File: src/rtl/fnn_pkg.sv
// Shared types for the final-layer inference sequencer: FSM state encoding and
// the packed-output slicing helper.
package fnn_pkg;

    typedef enum logic [2:0] {
        StIdle,
        StClear,
        StFeed,
        StDrain,
        StScan,
        StDone
    } seq_state_t;

    // LSB of neuron i inside the packed layer output bus (each output is 2*data_w wide).
    function automatic int unsigned slice_lsb(input int unsigned i, input int unsigned data_w);
        return 2 * data_w * i;
    endfunction

endpackage

File: src/rtl/final_layer_sequencer_argmax_scan.sv
// Sequential argmax over the packed neuron outputs, one neuron per enabled cycle.
// Result outputs already include the neuron examined this cycle.
module argmax_scan
    import fnn_pkg::*;
#(
    parameter int unsigned neuron_number = 10,
    parameter int unsigned dataWidth     = 16,
    parameter int unsigned IDX_W         = $clog2(neuron_number)
) (
    input  logic                                 clk,
    input  logic                                 rst,
    input  logic                                 i_scan_en,
    input  logic                                 i_scan_first,
    input  logic                                 i_scan_last,
    input  logic [IDX_W-1:0]                     i_scan_idx,
    input  logic [2*neuron_number*dataWidth-1:0] i_layer_out,
    output logic [IDX_W-1:0]                     o_idx,
    output logic [2*dataWidth-1:0]               o_score,
    output logic                                 o_valid
);

    localparam int unsigned OUT_W = 2 * dataWidth;

    logic [OUT_W-1:0] w_cand;
    logic             w_take;
    logic [OUT_W-1:0] r_best;
    logic [IDX_W-1:0] r_idx;

    always_comb begin
        w_cand = '0;
        for (int unsigned i = 0; i < neuron_number; i++) begin
            if (i_scan_idx == IDX_W'(i)) begin
                w_cand = i_layer_out[slice_lsb(i, dataWidth) +: OUT_W];
            end
        end
    end

    // Strict greater-than so that ties keep the lower index.
    always_comb begin
        w_take  = i_scan_first | ($signed(w_cand) > $signed(r_best));
        o_idx   = w_take ? i_scan_idx : r_idx;
        o_score = w_take ? w_cand : r_best;
        o_valid = i_scan_en & i_scan_last;
    end

    always_ff @(posedge clk) begin
        if (rst) begin
            r_best <= '0;
            r_idx  <= '0;
        end else if (i_scan_en) begin
            r_best <= o_score;
            r_idx  <= o_idx;
        end
    end

endmodule

File: src/rtl/final_layer_sequencer.sv
// Runs one pass through the final neuron layer: streams activations onto the shared
// input bus, waits out the neuron pipeline, then scans outputs for the winning class.
module final_layer_sequencer
    import fnn_pkg::*;
#(
    parameter int unsigned numWeight     = 784,
    parameter int unsigned neuron_number = 10,
    parameter int unsigned dataWidth     = 16,
    parameter int unsigned PIPE_LAT      = 2
) (
    input  logic                                 clk,
    input  logic                                 rst,
    input  logic                                 start,
    input  logic [dataWidth-1:0]                 in_data,
    input  logic                                 in_valid,
    output logic                                 in_ready,
    output logic [dataWidth-1:0]                 layer_input,
    output logic                                 layer_freeze,
    output logic                                 layer_clear,
    input  logic [2*neuron_number*dataWidth-1:0] layer_out,
    output logic                                 busy,
    output logic                                 done,
    output logic [$clog2(neuron_number)-1:0]     class_idx,
    output logic [2*dataWidth-1:0]               class_score
);

    localparam int unsigned OUT_W  = 2 * dataWidth;
    localparam int unsigned IDX_W  = $clog2(neuron_number);
    localparam int unsigned BEAT_W = $clog2(numWeight + 1);
    localparam int unsigned LAT_W  = $clog2(PIPE_LAT + 1);

    seq_state_t         r_state;
    logic [BEAT_W-1:0]  r_beat;
    logic [LAT_W-1:0]   r_drain;
    logic [IDX_W-1:0]   r_scan_idx;
    logic               r_in_ready;
    logic [dataWidth-1:0] r_input;
    logic               r_freeze;
    logic               r_clear;
    logic               r_busy;
    logic               r_done;
    logic [IDX_W-1:0]   r_class_idx;
    logic [OUT_W-1:0]   r_class_score;

    logic               w_accept;
    logic               w_scan_en;
    logic               w_scan_first;
    logic               w_scan_last;
    logic [IDX_W-1:0]   w_res_idx;
    logic [OUT_W-1:0]   w_res_score;
    logic               w_res_valid;

    assign w_accept     = in_valid & r_in_ready;
    assign w_scan_en    = (r_state == StScan);
    assign w_scan_first = (r_scan_idx == '0);
    assign w_scan_last  = (r_scan_idx == IDX_W'(neuron_number - 1));

    argmax_scan #(
        .neuron_number (neuron_number),
        .dataWidth     (dataWidth),
        .IDX_W         (IDX_W)
    ) u_argmax_scan (
        .clk          (clk),
        .rst          (rst),
        .i_scan_en    (w_scan_en),
        .i_scan_first (w_scan_first),
        .i_scan_last  (w_scan_last),
        .i_scan_idx   (r_scan_idx),
        .i_layer_out  (layer_out),
        .o_idx        (w_res_idx),
        .o_score      (w_res_score),
        .o_valid      (w_res_valid)
    );

    always_ff @(posedge clk) begin
        if (rst) begin
            r_state       <= StIdle;
            r_beat        <= '0;
            r_drain       <= '0;
            r_scan_idx    <= '0;
            r_in_ready    <= 1'b0;
            r_input       <= '0;
            r_freeze      <= 1'b1;
            r_clear       <= 1'b0;
            r_busy        <= 1'b0;
            r_done        <= 1'b0;
            r_class_idx   <= '0;
            r_class_score <= '0;
        end else begin
            r_clear  <= 1'b0;
            r_done   <= 1'b0;
            r_freeze <= 1'b1;
            case (r_state)
                StIdle: begin
                    if (start) begin
                        r_clear <= 1'b1;
                        r_busy  <= 1'b1;
                        r_state <= StClear;
                    end
                end
                StClear: begin
                    r_beat     <= '0;
                    r_in_ready <= 1'b1;
                    r_state    <= StFeed;
                end
                StFeed: begin
                    // Data and un-freeze are registered together so the neurons see both
                    // on the same edge.
                    if (w_accept) begin
                        r_input  <= in_data;
                        r_freeze <= 1'b0;
                        r_beat   <= r_beat + 1'b1;
                        if (r_beat == BEAT_W'(numWeight - 1)) begin
                            r_in_ready <= 1'b0;
                            r_drain    <= '0;
                            r_state    <= StDrain;
                        end
                    end
                end
                StDrain: begin
                    if (r_drain == LAT_W'(PIPE_LAT - 1)) begin
                        r_scan_idx <= '0;
                        r_state    <= StScan;
                    end else begin
                        r_drain <= r_drain + 1'b1;
                    end
                end
                StScan: begin
                    if (w_res_valid) begin
                        r_class_idx   <= w_res_idx;
                        r_class_score <= w_res_score;
                        r_done        <= 1'b1;
                        r_state       <= StDone;
                    end else begin
                        r_scan_idx <= r_scan_idx + 1'b1;
                    end
                end
                StDone: begin
                    r_busy  <= 1'b0;
                    r_state <= StIdle;
                end
                default: r_state <= StIdle;
            endcase
        end
    end

    assign in_ready     = r_in_ready;
    assign layer_input  = r_input;
    assign layer_freeze = r_freeze;
    assign layer_clear  = r_clear;
    assign busy         = r_busy;
    assign done         = r_done;
    assign class_idx    = r_class_idx;
    assign class_score  = r_class_score;

endmodule

File: config.mk
export PLATFORM = sky130hd
export DESIGN_NAME = final_layer_sequencer
export DESIGN_NICKNAME = d
export VERILOG_FILES = /design/src/rtl/fnn_pkg.sv /design/src/rtl/final_layer_sequencer_argmax_scan.sv /design/src/rtl/final_layer_sequencer.sv
export SDC_FILE = /design/constraint.sdc
export NUM_CORES = 1
export LEC_CHECK = 0
export ABC_AREA = 1
export CORE_AREA = 2 2 156 158
export DETAILED_ROUTE_END_ITERATION = 7
export DIE_AREA = 0 0 158 160
export HOLD_SLACK_MARGIN = 0.12
export PLACE_DENSITY_LB_ADDON = 0.12
export RECOVER_POWER = 50
export SLEW_MARGIN = 20
export SYNTH_ARGS = -nofsm -noshare
export SYNTH_HDL_FRONTEND = slang
export SYNTH_SLANG_ARGS = --single-unit
export TNS_END_PERCENT = 20
File: constraint.sdc
create_clock -name clk -period 4.9 [get_ports clk]
set_clock_uncertainty 0.05 [all_clocks]
set_input_delay 0.98 -clock clk [delete_from_list [all_inputs] [get_ports clk]]
set_output_delay 0.98 -clock clk [all_outputs]
set_load 0.01 [all_outputs]
==> results.yml <==
routing:
  vias_per_cell: 4.999
  drcViolationCount: 0
  wl_mm: 40.89
  wl_per_cell_um: 17.12
  dr.pass1.iters: 6
  vias: 11940
  drt_iter0_markers: 981
  postRouteAntennaNets: 0
die:
  die-height_um: 160
  rows: 57
  core_area_um2: 23820
  die_width_um: 158
  fp.dieArea_um2: 25280
  boundaryPins: 397
  initial_utilization_pct: 40.25
sta:
  slew_headroom_pct: -70.14
  slew_violations: 50
  worst_slew_pin_slew_ns: 2.552
  period_needed_ns: 4.404
  rsz0062_at_grt: "no"
  worst_slack_ns: 0.4957
  final-hold-violation-count: 0
  worst_hold_slack_ns: 0.4228
  fin_crit_sh_pct: 89.88
  setup-violations-final: 0
  tns_ns: 0
  fmax_ghz: 0.2271
synth:
  synth_cell_type_count: 39
  synth_area_leaders: "dfxtp_1 (23%), nand2_1 (21%), nand3_1 (11%)"
  avgSynthCellArea_um2: 5.597
  yosysMostFrequentCell: "nand2_1"
  synth-seq-area-share_pct: 23.39
  yosys.area.top_type: "dfxtp_1"
  synth_ff_type: "dfxtp_1"
  ys_seq_elements: 112
  ys_warn_count: 0
  synth.cells.most_frequent: "nand2_1 (546), inv_1 (233), nand3_1 (204)"
  synth_cells: 1713
  syn_area_um2: 9588
  syn_nets: 2091
  synth-edff-count: 0
  synth_top_area_share_pct: 23.39
  async_reset_ff_share_pct: 0
layout:
  nNetsFinal: 2428
  syn_to_final_growth_pct: 47.68
  postLayoutCoreUtil_pct: 59.44
  layout-drive-gt1-share_pct: 5.304
  instances_no_fill: 2389
  final_area_um2: 14160
clock_network:
  cts.sinks: 112
  clk_pin_slew_worst_paths_ns: 0.08
  post-cts-setup-buffers: 0
  cts.root.buffer_cell: "clkbuf_16"
  insertion_delay_ns: 0.36
  cts_buffers: 9
  cts_tree: "done"
  htree_num_levels: 3
  clockBufferDepth: 2
flow_run:
  cap_violations: 1
global_route:
  grt_max_degree: 65
  grt-ovfl-total: 0
  antenna_found_initial: 13
  grt_pass1_wl_mm: 62.35
  first_global_vias: 11250
  grt_util_all_layers_pct: 31.60
setup_path:
  crit_fanout: 64
  critPathKind: "flip-flop to flip-flop"
  critical_path_required_ns: 5.16
  worstSetupStartpointType: "flip-flop"
  slowest_stage: "nand2_4"
  critical_path_arrival_ns: 4.67
  slowest_delay_ns: 0.49
  cp-end-kind: "flip-flop"
  crit_top_cell: "nand2_1"
power_and_ir_drop:
  clkPwrFrac_pct: 28.0
  combPwrFrac_pct: 40.1
  p_per_area_nw_per_um2: 224.4
  p_int_mw: 2.048
  seq_power_share_pct: 31.9
  total_power_mw: 3.177
  power_switching_mw: 1.129
  ir_worst_vdd_mv: 0.1783
  p_leak_nw: 6.809
  p_sw_share_pct: 35.54
place:
  place_area_um2: 13780
  place_congestion: 0.9814
  post-dp-hpwl_mm: 31.51
  dp.cells: 2363
  preCtsSetupSlack_ns: 0.3307
  numPortBuffers: 396
outcome:
  violations: "max-capacitance violations, max-slew violations"
  outcome: "finished with violations"
hold_path:
  hp-class: "flip-flop to flip-flop"
## path summary, 6_finish.rpt
check | startpoint | end | slack (ns) | cells after the start
worst min-delay path | busy | busy | 0.42 | 2
worst max-delay path | r_scan_idx[0] | u_argmax_scan.r_best[4] | 0.50 | 27
worst max register to register | r_scan_idx[0] | u_argmax_scan.r_best[4] | 0.50 | 27
worst min register to register | busy | busy | 0.42 | 2
## sequential cells by signal (all words and copies together), names as in the netlist
signal / count
class_score: 32
r_state: 3
class_idx: 4
done: 1
layer_clear: 1
r_scan_idx: 4
r_drain: 2
layer_input: 16
in_ready: 1
layer_freeze: 1
u_argmax_scan.r_best: 32
r_beat: 10
u_argmax_scan.r_idx: 4
busy: 1
## logic make-up (layout without fill, tap and decap cells)
family	after synthesis	count (layout)	synth area share (%)
other cells	0	10	0
flops	112	112	23.39
buf+inv	363	705	15.10
compound gates	178	178	9.918
fa+ha+maj	38	38	4.959
xor+xnor	1	1	0.09136
simple gates	1021	1021	46.55
## worst max-delay path, delay by kind of cell (launching register included)
kind / cells / cell delay (ns)
buf+inv: 4 / 0.50
flops: 1 / 0.45
compound gates: 2 / 0.39
simple gates: 19 / 2.42
fa+ha+maj: 2 / 0.53
## cell usage in the layout, fill, tap and decap left out, types with 31 or more instances in the layout
cell | synthesis | final
nand2_1 | 546 | 546
clkdlybuf4s50_1 | 0 | 337
inv_1 | 233 | 233
nand3_1 | 204 | 204
nor2_1 | 143 | 145
dfxtp_1 | 112 | 112
o21ai_0 | 83 | 83
a21oi_1 | 59 | 59
dlygate4sd3_1 | 0 | 58
ha_1 | 38 | 36
nand4_1 | 33 | 33
inv_2 | 33 | 31
## metal layers
layer	GRT usage [%]	share of wire (%)	vias up
met5	0	0.098	-
met4	12.16	3.3	6
met3	6.866	8.5	87
met2	50.83	46	459
met1	41.18	42	5365
li1	-	-	6025
## power groups by stage
stage / logic (mW) / clock network (mW) / registers, mW
global placement: 1.26 / 0 / 1.03
detailed placement: 1.27 / 0 / 1.03
CTS: 1.28 / 0.905 / 1.01
global route: 1.43 / 0.936 / 1.02
floorplan: 0.702 / 0 / 1.03
finish: 1.27 / 0.889 / 1.01
## final cells by class
| cell class | count | area [µm²] |
|---|---|---|
| fillers | 2414 | 9661 |
| multi-input cells | 1238 | 5904 |
| repair buffers | 421 | 4208 |
| flip-flops and latches | 112 | 2242 |
| inverters | 268 | 1012 |
| well taps | 324 | 405.4 |
| clock buffers | 9 | 225.2 |
| clock inverters | 7 | 137.6 |
| diodes | 10 | 25.02 |
## repair_timing
item / CTS / global route
hold buffers: 0 / 0
resized for setup: 0 / 6
endpoints found under the setup margin: 0 / 72
No activity file was read; power rests on OpenSTA's default activity.
